===== config.mk =====
export PLATFORM = sky130hd
export DESIGN_NAME = fwd_scoreboard
export DESIGN_NICKNAME = d
export VERILOG_FILES = /design/src/rtl/fwd_scoreboard_pkg.sv /design/src/rtl/fwd_scoreboard_match.sv /design/src/rtl/fwd_scoreboard.sv
export SDC_FILE = /design/constraint.sdc
export NUM_CORES = 1
export LEC_CHECK = 0
export BUFFER_PORTS_ARGS = -buffer_cell sky130_fd_sc_hd__buf_2
export CAP_MARGIN = 5
export CORE_AREA = 2 2 56 58
export CTS_CLUSTER_SIZE = 14
export DETAILED_ROUTE_END_ITERATION = 10
export DIE_AREA = 0 0 58 60
export GPL_TIMING_DRIVEN = 1
export PLACE_DENSITY = 0.75
export SYNTH_ARGS = -nofsm -noshare
export SYNTH_HDL_FRONTEND = slang
export SYNTH_HIERARCHICAL = 1
export SYNTH_SLANG_ARGS = --single-unit

===== constraint.sdc =====
create_clock -name CLK -period 3.1 [get_ports CLK]
set_clock_uncertainty 0.1 [all_clocks]
set_input_delay 0.465 -clock CLK [delete_from_list [all_inputs] [get_ports CLK]]
set_output_delay 0.465 -clock CLK [all_outputs]
set_load 0.01 [all_outputs]

===== src/rtl/fwd_scoreboard_pkg.sv =====
// fwd_pkg: shared types and constants for the forwarding scoreboard.
// Slot fields are sized by the default geometry below; the top-level
// parameters default to the same values and must be kept consistent.
package fwd_pkg;

   localparam int NREG_DEF   = 32;
   localparam int NSTAGE_DEF = 3;
   localparam int LATW_DEF   = 2;
   localparam int RW_DEF     = $clog2(NREG_DEF);
   localparam int SW_DEF     = $clog2(NSTAGE_DEF);

   // Advances a result needs before it can be forwarded
   localparam logic [LATW_DEF-1:0] LAT_ALU  = 2'd1;
   localparam logic [LATW_DEF-1:0] LAT_LOAD = 2'd2;

   typedef logic [SW_DEF-1:0] fwd_sel_t;

   typedef struct packed {
      logic                valid;
      logic                wen;
      logic [RW_DEF-1:0]   dest;
      logic [LATW_DEF-1:0] lat;
   } slot_t;

   // Insert latency: 0 behaves as an ALU op, and nothing may outlive the pipe
   function automatic logic [LATW_DEF-1:0] clamp_lat(input logic [LATW_DEF-1:0] lat,
                                                     input logic [LATW_DEF-1:0] max_lat);
      logic [LATW_DEF-1:0] res;
      if (lat < LAT_ALU) begin
         res = LAT_ALU;
      end else if (lat > max_lat) begin
         res = max_lat;
      end else begin
         res = lat;
      end
      return res;
   endfunction

endpackage


===== src/rtl/fwd_scoreboard_match.sv =====
// fwd_match: youngest-first search of the forwardable slots for one source
// operand. The WB slot is never passed in because the regfile writes before
// it is read. Register 0 and unused operands never hit.
module fwd_match
   import fwd_pkg::*;
#(
   parameter int NSTAGE = NSTAGE_DEF,
   parameter int SW     = $clog2(NSTAGE)
) (
   input  slot_t [NSTAGE-2:0]   slots,
   input  logic  [RW_DEF-1:0]   src,
   input  logic                 use_src,
   output logic                 hit,
   output logic  [SW-1:0]       k,
   output logic  [LATW_DEF-1:0] lat
);

   // Priority search: lowest slot index (youngest writer) wins
   always_comb begin
      hit = 1'b0;
      k   = '0;
      lat = '0;
      for (int i = 0; i < NSTAGE - 1; i++) begin
         if (!hit && use_src && (src != '0) && slots[i].valid && slots[i].wen &&
             (slots[i].dest == src)) begin
            hit = 1'b1;
            k   = SW'(i);
            lat = slots[i].lat;
         end else begin
            hit = hit;
         end
      end
   end

endmodule


===== src/rtl/fwd_scoreboard.sv =====
// fwd_scoreboard: in-flight destination scoreboard beside the ID/EX latch.
// Tracks writers in EX..WB, raises a combinational load-use stall and
// registers the EX-stage forward selects (0 = regfile, k = slot k output).
// Optional feature macro: FWD_PERF_CNT_EN adds stall_cnt / fwd_cnt outputs.
module fwd_scoreboard
   import fwd_pkg::*;
#(
   parameter int NREG   = NREG_DEF,
   parameter int NSTAGE = NSTAGE_DEF,
   parameter int LATW   = LATW_DEF,
   localparam int RW    = $clog2(NREG),
   localparam int SW    = $clog2(NSTAGE)
) (
   input  logic            CLK,
   input  logic            nRST,
   input  logic            id_valid,
   input  logic [RW-1:0]   id_rs,
   input  logic [RW-1:0]   id_rt,
   input  logic            id_use_rs,
   input  logic            id_use_rt,
   input  logic            id_wen,
   input  logic [RW-1:0]   id_dest,
   input  logic [LATW-1:0] id_lat,
   input  logic            ex_adv,
   input  logic            flush,
   output logic            stall,
   output logic [SW-1:0]   fwd_a_sel,
   output logic [SW-1:0]   fwd_b_sel
`ifdef FWD_PERF_CNT_EN
   ,
   output logic [31:0]     stall_cnt,
   output logic [31:0]     fwd_cnt
`endif
);

   slot_t [NSTAGE-1:0]  slot_q, slot_d;
   logic  [SW-1:0]      fwd_a_q, fwd_a_d;
   logic  [SW-1:0]      fwd_b_q, fwd_b_d;

   logic                hit_a, hit_b;
   logic  [SW-1:0]      k_a, k_b;
   logic  [LATW-1:0]    lat_a, lat_b;
   logic                issue;

   fwd_match #(.NSTAGE(NSTAGE), .SW(SW)) u_match_a (
      .slots   (slot_q[NSTAGE-2:0]),
      .src     (id_rs),
      .use_src (id_use_rs),
      .hit     (hit_a),
      .k       (k_a),
      .lat     (lat_a)
   );

   fwd_match #(.NSTAGE(NSTAGE), .SW(SW)) u_match_b (
      .slots   (slot_q[NSTAGE-2:0]),
      .src     (id_rt),
      .use_src (id_use_rt),
      .hit     (hit_b),
      .k       (k_b),
      .lat     (lat_b)
   );

   // A matched producer that still needs more than one advance blocks ID
   assign stall = id_valid & ~flush & ((hit_a & (lat_a > LAT_ALU)) | (hit_b & (lat_b > LAT_ALU)));
   assign issue = id_valid & ~stall & ~flush;

   // Next state: shift slots on advance, insert ID entry or a bubble into slot 0
   always_comb begin
      slot_d  = slot_q;
      fwd_a_d = fwd_a_q;
      fwd_b_d = fwd_b_q;
      if (ex_adv) begin
         for (int s = NSTAGE - 1; s >= 1; s--) begin
            slot_d[s] = slot_q[s-1];
            if (slot_q[s-1].lat != '0) begin
               slot_d[s].lat = slot_q[s-1].lat - LATW'(1);
            end else begin
               slot_d[s].lat = '0;
            end
         end
         if (issue) begin
            slot_d[0].valid = 1'b1;
            slot_d[0].wen   = id_wen;
            slot_d[0].dest  = id_dest;
            slot_d[0].lat   = clamp_lat(id_lat, LATW'(NSTAGE - 1));
            fwd_a_d = hit_a ? (k_a + SW'(1)) : '0;
            fwd_b_d = hit_b ? (k_b + SW'(1)) : '0;
         end else begin
            slot_d[0] = '0;
            fwd_a_d   = '0;
            fwd_b_d   = '0;
         end
      end else begin
         slot_d = slot_q;
      end
   end

   // Slot pipeline and forward-select registers
   always_ff @(posedge CLK or negedge nRST) begin
      if (!nRST) begin
         slot_q  <= '0;
         fwd_a_q <= '0;
         fwd_b_q <= '0;
      end else begin
         slot_q  <= slot_d;
         fwd_a_q <= fwd_a_d;
         fwd_b_q <= fwd_b_d;
      end
   end

   assign fwd_a_sel = fwd_a_q;
   assign fwd_b_sel = fwd_b_q;

`ifdef FWD_PERF_CNT_EN
   logic [31:0] stall_cnt_q, stall_cnt_d;
   logic [31:0] fwd_cnt_q, fwd_cnt_d;

   // Count stalled ID cycles and nonzero forward selects written, per advance
   always_comb begin
      stall_cnt_d = stall_cnt_q;
      fwd_cnt_d   = fwd_cnt_q;
      if (ex_adv) begin
         stall_cnt_d = stall_cnt_q + {31'd0, stall};
         fwd_cnt_d   = fwd_cnt_q + {31'd0, (fwd_a_d != '0)} + {31'd0, (fwd_b_d != '0)};
      end else begin
         stall_cnt_d = stall_cnt_q;
      end
   end

   // Performance counter registers, wrapping naturally at 2^32
   always_ff @(posedge CLK or negedge nRST) begin
      if (!nRST) begin
         stall_cnt_q <= 32'd0;
         fwd_cnt_q   <= 32'd0;
      end else begin
         stall_cnt_q <= stall_cnt_d;
         fwd_cnt_q   <= fwd_cnt_d;
      end
   end

   assign stall_cnt = stall_cnt_q;
   assign fwd_cnt   = fwd_cnt_q;
`endif

endmodule


==> flow_summary.yaml <==
clocking:
  cts_resized: 0
  clk_pin_slew_worst_setup_hold_paths_ns: 0.11
  num_cts_buffers: 3
  clock_tree_from_tritoncts: "built"
  clkLatencyLatePin_ns: 0.30
  htree_levels: 1
  clk_root_buffer_cell: "sky130_fd_sc_hd__clkbuf_4"
  hold_buf_cts: 0
  clock_sink_count: 21
  cts-root-to-sink-buffers: 2
  cts_setup_buffers: 0
final_layout:
  finish.utilization: 0.534
  layout.cells.most_common_list: "sky130_fd_sc_hd__buf_2, sky130_fd_sc_hd__xnor2_1, sky130_fd_sc_hd__dfrtp_1"
  post-route-cell-area_sq_um: 1550
  seq_area_sq_um: 526
  syn2layout_area_growth_pct: 12.2
  final_nets: 177
  final_common_cell: "sky130_fd_sc_hd__buf_2"
  fillers: 257
  layout-drive-gt1-share: 0.391
  area_of_the_multi_input_gates_sq_um: 731
  insertedDiodeCount: 0
route:
  wl_met1_microns: 1210
  drt_iter0_drc: 8
  drc_errors: 0
  postRouteWirelength_microns: 2740
  routed-wl-met2_microns: 1380
  route.met3.wl_microns: 69
  topRoutingLayerUsed: "met4"
  detail_route.wl_per_cell_microns: 14.9
  postRouteAntennaNets: 0
  via_per_inst: 5.42
  vias: 998
  firstDrtPassIters: 3
floorplan:
  fp.dieH_microns: 60
  floorplan.initialDensity: 0.476
  floorplan.io_pins: 30
  core_area_sq_um: 2900
  rows: 20
  chipWidth_microns: 58
  die-area_sq_um: 3480
global_routing:
  grt_remaining_overflow: 0
  antenna_found_initial: 0
  grt_use_total: 0.176
  first_global_vias: 1057
  global_route_wire_length_before_repair_microns: 4630
  grt_start_max_net_pins: 23
timing:
  slew_viol_final: 0
  rsz0062_at_grt: "false"
  timing.fmax_mhz: 353
  final.period_utilization: 0.914
  hold_viol_final: 21
  finalWorstPathRequiredPeriod_ns: 2.83
  finalSetupViolations: 0
  hold_slack_ns: -0.00934
  fin_setup_tns_ns: 0
critical_path:
  end_kind: "primary output"
  crit_arrival_ns: 2.27
  critPathRequiredTime_ns: 2.53
  worst_setup_path_start_kind: "flop"
  worst-setup-path-type: "flop to primary output"
  path_max_fanout: 4
place:
  place.port_buffers: 28
  hpwl_microns: 2200
  gpl_congestion: 0.747
  postPlaceCellArea_sq_um: 1520
status:
  violations: "negative hold slack"
  run_status: "finished with violations"
yosys:
  post_synth.cell_area_avg_sq_um: 11.1
  synth.net_count: 149
  netlist_instances: 124
  netlist_area_sq_um: 1380
  synth-warning-count: 6
power:
  power_leakage_nw: 0.685
  vdd_drop_max_mv: 0.278
  cellPowerDensity_nw_per_um2: 347
worst_hold_path:
  min_path_type: "primary input to async pin"
run:
  drv_cap: 0
## power breakdown
part	internal [mW]	leakage, nW	switching (mW)	total (mW)
clock network	0.0482	0.0177	0.0833	0.132
registers	0.289	0.284	0.0177	0.306
logic	0.0520	0.383	0.0492	0.101
## state kept, by name (all words and copies together), names as in the netlist
register	count
fwd_a_sel	2
fwd_b_sel	2
slot_q	17
## critical path: stages (launching register included)
cell	delay, ns
sky130_fd_sc_hd__dfrtp_1	0.45
sky130_fd_sc_hd__xnor2_1	0.24
sky130_fd_sc_hd__nand4_1	0.14
sky130_fd_sc_hd__nor3_2	0.19
sky130_fd_sc_hd__mux2_1	0.36
sky130_fd_sc_hd__a22o_4	0.26
sky130_fd_sc_hd__and3b_2	0.18
sky130_fd_sc_hd__buf_2	0.13
## layer usage
layer	global-route usage	up-vias
met5	0	-
met4	0.0897	0
met3	0.0152	9
met2	0.312	17
met1	0.213	486
li1	-	486
## worst paths after layout
| check | start | to | slack, ns | cells past startpoint |
|---|---|---|---|---|
| max in group asynchronous | nRST | slot_q[13] | 2.60 | 1 |
| min reg2reg | fwd_b_sel[1] | fwd_b_sel[1] | 0.40 | 2 |
| min in group CLK | id_lat[1] | slot_q[0] | 0.27 | 2 |
| max | slot_q[4] | stall | 0.27 | 7 |
| min | nRST | slot_q[2] | -0.009 | 1 |
| max reg2reg | slot_q[4] | fwd_a_sel[1] | 0.66 | 7 |
## cell type report
cell class              instances  share of cell area
repair buffers                 30               0.100
inverters                      19              0.0460
clock buffers                   3              0.0145
flip-flops and latches         21               0.339
well taps                      33              0.0266
clock inverters                 1             0.00323
multi-input cells              77               0.471
## per-stage QoR
step	hold WS (ns)	worst slack, ns	std cells	power [mW]
floorplan	0.0694	0.421	124	0.375
global placement	0.334	0.312	180	0.407
detailed placement	0.350	0.305	180	0.413
CTS	0.00971	0.270	184	0.541
global route	0.0234	0.162	184	0.565
finish	-0.00934	0.266	184	0.539
Power figures use the tool's default switching activity.
